File: src/rtl/tdm_demux4.sv
// Receive side of a 4-slot TDM link: rebuilds four parallel channels from one
// sample stream, publishing a whole frame at once and flagging framing slips.
module tdm_demux4 #(
   parameter int DATA_W = 1
) (
   input  logic              clk,
   input  logic              rst,
   input  logic              in_valid,
   input  logic              frame_start,
   input  logic [DATA_W-1:0] din,
   output logic [DATA_W-1:0] y0,
   output logic [DATA_W-1:0] y1,
   output logic [DATA_W-1:0] y2,
   output logic [DATA_W-1:0] y3,
   output logic              frame_valid,
   output logic [1:0]        sel,
   output logic              sync_err
);

   // Handshake: valid-only, no backpressure. A sample (din, frame_start) is
   // consumed on every rising edge where in_valid=1; in_valid=0 freezes all state.

   typedef enum logic {IDLE, RUN} state_t;

   state_t            state_q, state_d;
   logic [1:0]        sel_q, sel_d;
   logic [DATA_W-1:0] shadow_q [3];
   logic [DATA_W-1:0] shadow_d [3];
   logic [DATA_W-1:0] y0_d, y1_d, y2_d, y3_d;
   logic              fv_d, se_d;

   assign sel = sel_q;

   always_ff @(posedge clk) begin
      if (rst) begin
         state_q     <= IDLE;
         sel_q       <= 2'd0;
         shadow_q[0] <= '0;
         shadow_q[1] <= '0;
         shadow_q[2] <= '0;
         y0          <= '0;
         y1          <= '0;
         y2          <= '0;
         y3          <= '0;
         frame_valid <= 1'b0;
         sync_err    <= 1'b0;
      end else begin
         state_q     <= state_d;
         sel_q       <= sel_d;
         shadow_q    <= shadow_d;
         y0          <= y0_d;
         y1          <= y1_d;
         y2          <= y2_d;
         y3          <= y3_d;
         frame_valid <= fv_d;
         sync_err    <= se_d;
      end
   end

   always_comb begin
      state_d  = state_q;
      sel_d    = sel_q;
      shadow_d = shadow_q;
      y0_d     = y0;
      y1_d     = y1;
      y2_d     = y2;
      y3_d     = y3;
      fv_d     = 1'b0;
      se_d     = 1'b0;
      if (in_valid) begin
         unique case (state_q)
            IDLE: begin
               if (frame_start) begin
                  shadow_d[0] = din;
                  sel_d       = 2'd1;
                  state_d     = RUN;
               end
            end
            RUN: begin
               if (sel_q == 2'd0) begin
                  if (frame_start) begin
                     shadow_d[0] = din;
                     sel_d       = 2'd1;
                  end else begin
                     se_d    = 1'b1;
                     state_d = IDLE;
                  end
               end else if (frame_start) begin
                  // Early frame: abandon the partial frame, this sample is the new slot 0.
                  se_d        = 1'b1;
                  shadow_d[0] = din;
                  sel_d       = 2'd1;
               end else if (sel_q == 2'd3) begin
                  y0_d  = shadow_q[0];
                  y1_d  = shadow_q[1];
                  y2_d  = shadow_q[2];
                  y3_d  = din;
                  fv_d  = 1'b1;
                  sel_d = 2'd0;
               end else begin
                  if (sel_q == 2'd1) shadow_d[1] = din;
                  else               shadow_d[2] = din;
                  sel_d = sel_q + 2'd1;
               end
            end
            default: state_d = IDLE;
         endcase
      end
   end

endmodule

File: config.mk
export PLATFORM = sky130hd
export DESIGN_NAME = tdm_demux4
export DESIGN_NICKNAME = d
export VERILOG_FILES = /design/src/rtl/tdm_demux4.sv
export SDC_FILE = /design/constraint.sdc
export NUM_CORES = 1
export LEC_CHECK = 0
export CAP_MARGIN = 10
export CORE_AREA = 4 4 41 43
export CTS_CLUSTER_DIAMETER = 50
export DETAILED_ROUTE_END_ITERATION = 7
export DIE_AREA = 0 0 45 47
export DONT_BUFFER_PORTS = 1
export PLACE_DENSITY = 0.57
export SYNTH_ARGS = -nofsm -noshare
export SYNTH_HDL_FRONTEND = slang
export SYNTH_SLANG_ARGS = --single-unit
export TNS_END_PERCENT = 5
File: constraint.sdc
create_clock -name clk -period 2 [get_ports clk]
set_input_delay 0.5 -clock clk [delete_from_list [all_inputs] [get_ports clk]]
set_output_delay 0.5 -clock clk [all_outputs]
set_load 0.03 [all_outputs]
==> flow_metrics.tcl, run 1 <==
set metrics [dict create \
    status "finished, final reports clean" \
    final_cell_mix "dfxtp_1 (12), nand2_1 (5), ha_1 (5)" \
    clock_path_buffers 2 \
    worst_pin_slew_ps 351.1 \
    num-nets-final 71 \
    cts.sinks 12 \
    grt_pass1_vias 361 \
    rsz0062_at_grt "no" \
    cp-start-kind "flip-flop" \
    rows 13 \
    grt_max_degree 14 \
    netlist_area_um2 546.8 \
    fin_crit_ps 1490 \
    die_y_um 47 \
    worstSetupPathType "reg2reg" \
    die_w_um 45 \
    antenna_cells 0 \
    min_path_type "in2reg" \
    regArea_um2 240.2 \
    gp_congestion 0.7798 \
    final_cells 74 \
    start_util_pct 42.02 \
    clk_latency_ps 270 \
    place_inst 71 \
    core_area_um2 1301 \
    io_buffers 0 \
    required_ps 2170 \
    fin_ws_ps 510.3 \
    syn_to_final_growth_pct 7.552 \
    crit_fanout 6 \
    dp.final_hpwl_um 757.7 \
    ff2ff_setup_slack_ps 510 \
    peakVddDrop_mv 0.5417 \
    vias 389 \
    ctsResizeCount 0 \
    maxCapViolations 0 \
    antenna_found_initial 0 \
    htree_levels 1 \
    ys_types 22 \
    avgViaCountPerCell 5.257 \
    cts_tree "done" \
    power_density_nw_per_um2 719.0 \
    ios 13 \
    multiInputGateArea_um2 276.5 \
    grt_pass1_wl_mm 1.573 \
    period_share_pct 74.48 \
    clk_pin_slew_worst_paths_ps 70 \
    cts_setup_buffers 0 \
    yosys_register_bits 12 \
    mostFrequentLayoutCell "dfxtp_1" \
    routedWlPerCell_um 13.47 \
    drc 0 \
    cts_buffers 3 \
    worstPathArrival_ps 1660 \
    setup_viol 0 \
    cp-end-kind "flip-flop" \
    overflow 0 \
    ys_warn_count 0 \
    synth_cells 56 \
    hold_buffers 0 \
    slew_viol_final 0 \
    dieArea_um2 2115 \
    syn_nets 66 \
    cts_root_buf "clkbuf_4" \
    p_leak_nw 0.2459 \
    seq_area_frac_synth_pct 43.94 \
    max-slew-margin-rel_pct 76.56 \
    ant_nets 0 \
    drt-total-wl_um 997 \
    drt_iter0_drc 9 \
    final.setup_skew_ps 0.9115 \
    fillerInstances 138 \
    drive_above_1_share_pct 11.86 \
    clock.fmax_mhz 671.3 \
    pre_cts_slack_ps 527.0 \
    synth_area_per_cell_um2 9.764 \
    fin_setup_tns_ps 0 \
    hold_viol 0 \
    drt_pass1_iterations 4 \
    grt_usage_pct 11.05 \
]
cell usage after synthesis:
master / instances / area [um^2]
buf_6: 1 / 11.26
a211oi_1: 1 / 7.510
nand3b_1: 3 / 22.52
nor2b_1: 1 / 6.260
mux2i_1: 4 / 40.04
nand2b_1: 2 / 12.51
nand2_1: 5 / 18.77
o31ai_1: 1 / 7.510
nor2_1: 2 / 7.510
nand2_2: 1 / 6.260
nor3b_1: 1 / 7.510
ha_1: 5 / 62.56
inv_1: 4 / 15.01
nor4_1: 1 / 6.260
nand3_1: 1 / 5.000
nor4b_2: 1 / 15.01
o21ai_0: 3 / 15.01
dfxtp_1: 12 / 240.2
a21oi_1: 3 / 15.01
clkbuf_1: 1 / 3.750
nand4_1: 2 / 12.51
xnor2_1: 1 / 8.760
registers in the layout, indices dropped and copies added (netlist names):
register	flops
state_q	1
sync_err	1
y2	1
sel	2
y3	1
frame_valid	1
shadow_q	3
y0	1
y1	1
final timing paths:
check	end	cells after the start	from
worst max-delay path	y1	7	sel[0]
worst min-delay path	shadow_q[2]	1	rst
worst min register to register	shadow_q[2]	2	shadow_q[2]
worst max register to register	y1	7	sel[0]
cells by family (layout without fill, tap and decap cells):
group	Yosys count	after routing	share of synthesized area, %
simple gates	20	20	21.97
flops	12	12	43.94
compound gates	8	8	8.237
buf+inv	6	9	5.490
fa+ha+maj	5	5	11.44
mux	4	4	7.323
xor+xnor	1	1	1.602
metrics by stage:
stage / hold WS, ps / utilization (%) / cell area [um^2] / total power, W
final: 290.2 / 45.19 / 588.1 / 0.0004228
after floorplan: 435.7 / - / 546.8 / 0.0002815
after global routing: 273.1 / 45.19 / 588.1 / 0.0004429
after global placement: 454.6 / 43.46 / 565.5 / 0.0002831
after CTS: 284.3 / 45.19 / 588.1 / 0.0004283
after detailed placement: 461.9 / 43.46 / 565.5 / 0.0002834
critical path: stages, from the launching register on:
cell     delay, ps
dfxtp_1        330
inv_1           80
ha_1           210
inv_1           70
ha_1           160
nand4_1        260
mux2i_1        230
nor2_1          50
power breakdown:
| group | switching, W | internal [W] |
|---|---|---|
| clock network | 0.0000751 | 0.0000697 |
| logic | 0.0000172 | 0.0000139 |
| registers | 0.00000381 | 0.000243 |
metal layers:
| layer | GRT usage, % | wire length [um] |
|---|---|---|
| met4 | 8.772 | 23 |
| met3 | 6.897 | 77 |
| met5 | 0 | 0 |
| met1 | 12.50 | 491 |
| met2 | 14.69 | 404 |
area by class of cell:
type	count	share of cell area, %
clock buffers	3	3.830
inverters	4	2.553
multi-input cells	38	47.02
flip-flops and latches	12	40.85
well taps	15	3.191
repair buffers	2	2.553
No activity file was read; power rests on OpenSTA's default activity.
==> run 2, diff against run 1 <==
Clock period 2 ns to 1.4 ns, I/O delays scaled along.
==> run 2 against run 1 <==
  * Utilization grew 5.0 points
  * Sequential share of layout area shrank 2.9 points
  * Routed wire length shrank 6.9%
  * Worst setup slack lost 430 ps
  * Worst hold slack lost 170 ps
  * Non-clock buffer count grew 3
  * Combinational power grew 69%
  * Flip-flop and latch count is the same
  * Highest routed layer unchanged
==> flow_metrics.tcl, run 2 (synthesis results as in run 1) <==
set metrics [dict create \
    status "finished, final reports clean" \
    r2r-start "sel[1]" \
    drive_above_1_share_pct 26.98 \
    slew_viol_final 0 \
    peakVddDrop_mv 0.4613 \
    cts.sinks 12 \
    switching_share_pct 22.28 \
    power.switching_w 0.0001519 \
    antenna_cells 0 \
    startpoint "sel[1]" \
    core_area_um2 1301 \
    die_w_um 45 \
    worstPathArrival_ps 1530 \
    final.setup_skew_ps 1.057 \
    internal-power_w 0.0005298 \
    fillerInstances 136 \
    regArea_um2 247.7 \
    drt_pass1_iterations 4 \
    fin_setup_tns_ps 0 \
    clk_latency_ps 270 \
    highest_layer "met4" \
    grt_usage_pct 10.53 \
    die_y_um 47 \
    wl_met2_um 394 \
    io_buffers 0 \
    crit_fanout 3 \
    grt_pass1_vias 372 \
    clock.fmax_mhz 758.5 \
    seqPwrFrac_pct 51.5 \
    period_share_pct 94.17 \
    clk_pin_slew_worst_paths_ps 80 \
    largest-register "shadow_q" \
    clock_path_buffers 2 \
    antenna_found_initial 0 \
    num-nets-final 74 \
    wl_met1_um 439 \
    dieArea_um2 2115 \
    p_clk_share_pct 40.8 \
    hold_viol 0 \
    dp.final_hpwl_um 726.7 \
    cp-start-kind "flip-flop" \
    start_util_pct 42.02 \
    mostFrequentLayoutCell "dfxtp_1" \
    multiInputGateArea_um2 291.5 \
    required_ps 1610 \
    cp-end-kind "flip-flop" \
    syn_to_final_growth_pct 19.45 \
    hold_depth 1 \
    vias 416 \
    cts_buffers 3 \
    pwr-share-comb_pct 7.7 \
    rr_worst_depth 4 \
    p_leak_nw 0.2701 \
    ant_nets 0 \
    min_path_type "in2reg" \
    max-slew-margin-rel_pct 77.91 \
    hold_buffers 0 \
    maxCapViolations 0 \
    routedWlPerCell_um 11.90 \
    overflow 0 \
    avgViaCountPerCell 5.333 \
    grt_pass1_wl_mm 1.531 \
    gp_congestion 0.7461 \
    power_density_nw_per_um2 1044 \
    htree_levels 1 \
    drc 0 \
    final_cell_mix "dfxtp_1 (10), nand2_1 (5), mux2i_1 (4), buf_4 (4)" \
    worst_pin_slew_ps 330.9 \
    ios 13 \
    cts_root_buf "clkbuf_4" \
    wl_met3_um 73 \
    min_from "rst" \
    fin_crit_ps 1318 \
    largest_reg_flops 3 \
    worstSetupPathType "reg2reg" \
    rows 13 \
    rsz0062_at_grt "yes" \
    cts_tree "done" \
    grt_max_degree 14 \
    setup_viol 0 \
    drt_iter0_drc 6 \
    utilization_pct 50.19 \
    drt-total-wl_um 928 \
]
## run 2: cell count changes in the layout (fill, tap and decap cells not counted), sizes merged
cell    previous run  this run
clkbuf             3         4
buf                2         5
## run 2: final timing paths
path | endpoint | slack (ps)
max | shadow_q[0] | 80
max reg2reg | shadow_q[0] | 80
min reg2reg | shadow_q[2] | 450
min | sel[0] | 120
## run 2: power groups by stage
stage / logic, W / registers (W) / clock network (W)
after detailed placement: 0.0000515 / 0.000360 / 0
final: 0.0000526 / 0.000351 / 0.000278
after CTS: 0.0000515 / 0.000351 / 0.000291
after global routing: 0.0000610 / 0.000352 / 0.000306
after global placement: 0.0000512 / 0.000360 / 0
after floorplan: 0.0000378 / 0.000365 / 0
## run 2: cell type report
type / count / area share (%)
well taps: 15 / 2.874
clock buffers: 4 / 5.556
inverters: 4 / 2.682
repair buffers: 5 / 6.322
multi-input cells: 38 / 44.64
flip-flops and latches: 12 / 37.93
## run 2: repair_timing
item,4_1_cts,5_1_grt
hold endpoints to repair,0,0
setup buffers,1,0
gates resized for setup,0,3
endpoints found under the setup margin,4,4
## run 2: per-layer routing
metal / vias up / track usage, %
li1: 208 / -
met1: 189 / 12.81
met2: 16 / 14.41
met3: 3 / 4.215
met4: 0 / 8.772
met5: - / 0
## run 2: critical path, cell delays in order, from the launching register on
cell	delay, ps
dfxtp_4	350
buf_4	170
ha_1	220
nor4b_2	320
mux2i_1	200
## run 2: per-stage QoR
| step | cells | hold slack (ps) | instance area (um^2) | power, W | setup WS [ps] |
|---|---|---|---|---|---|
| 3_3_place_gp | 73 | 415.3 | 595.6 | 0.0004108 | 16.64 |
| 5_1_grt | 78 | 108.4 | 653.1 | 0.0007192 | -23.24 |
| 4_1_cts | 78 | 115.9 | 639.4 | 0.0006940 | 58.05 |
| 2_1_floorplan | 56 | 425.5 | 561.8 | 0.0004026 | 6.266 |
| 3_5_place_dp | 73 | 414.6 | 595.6 | 0.0004111 | -16.20 |
| 6_report | 78 | 124.0 | 653.1 | 0.0006817 | 81.58 |
==> run 3, diff against run 2 <==
Settings changed: CAP_MARGIN 10 to 20.
==> results of run 3 <==
The final DEF is identical to that of run 2; final timing and power are the same.
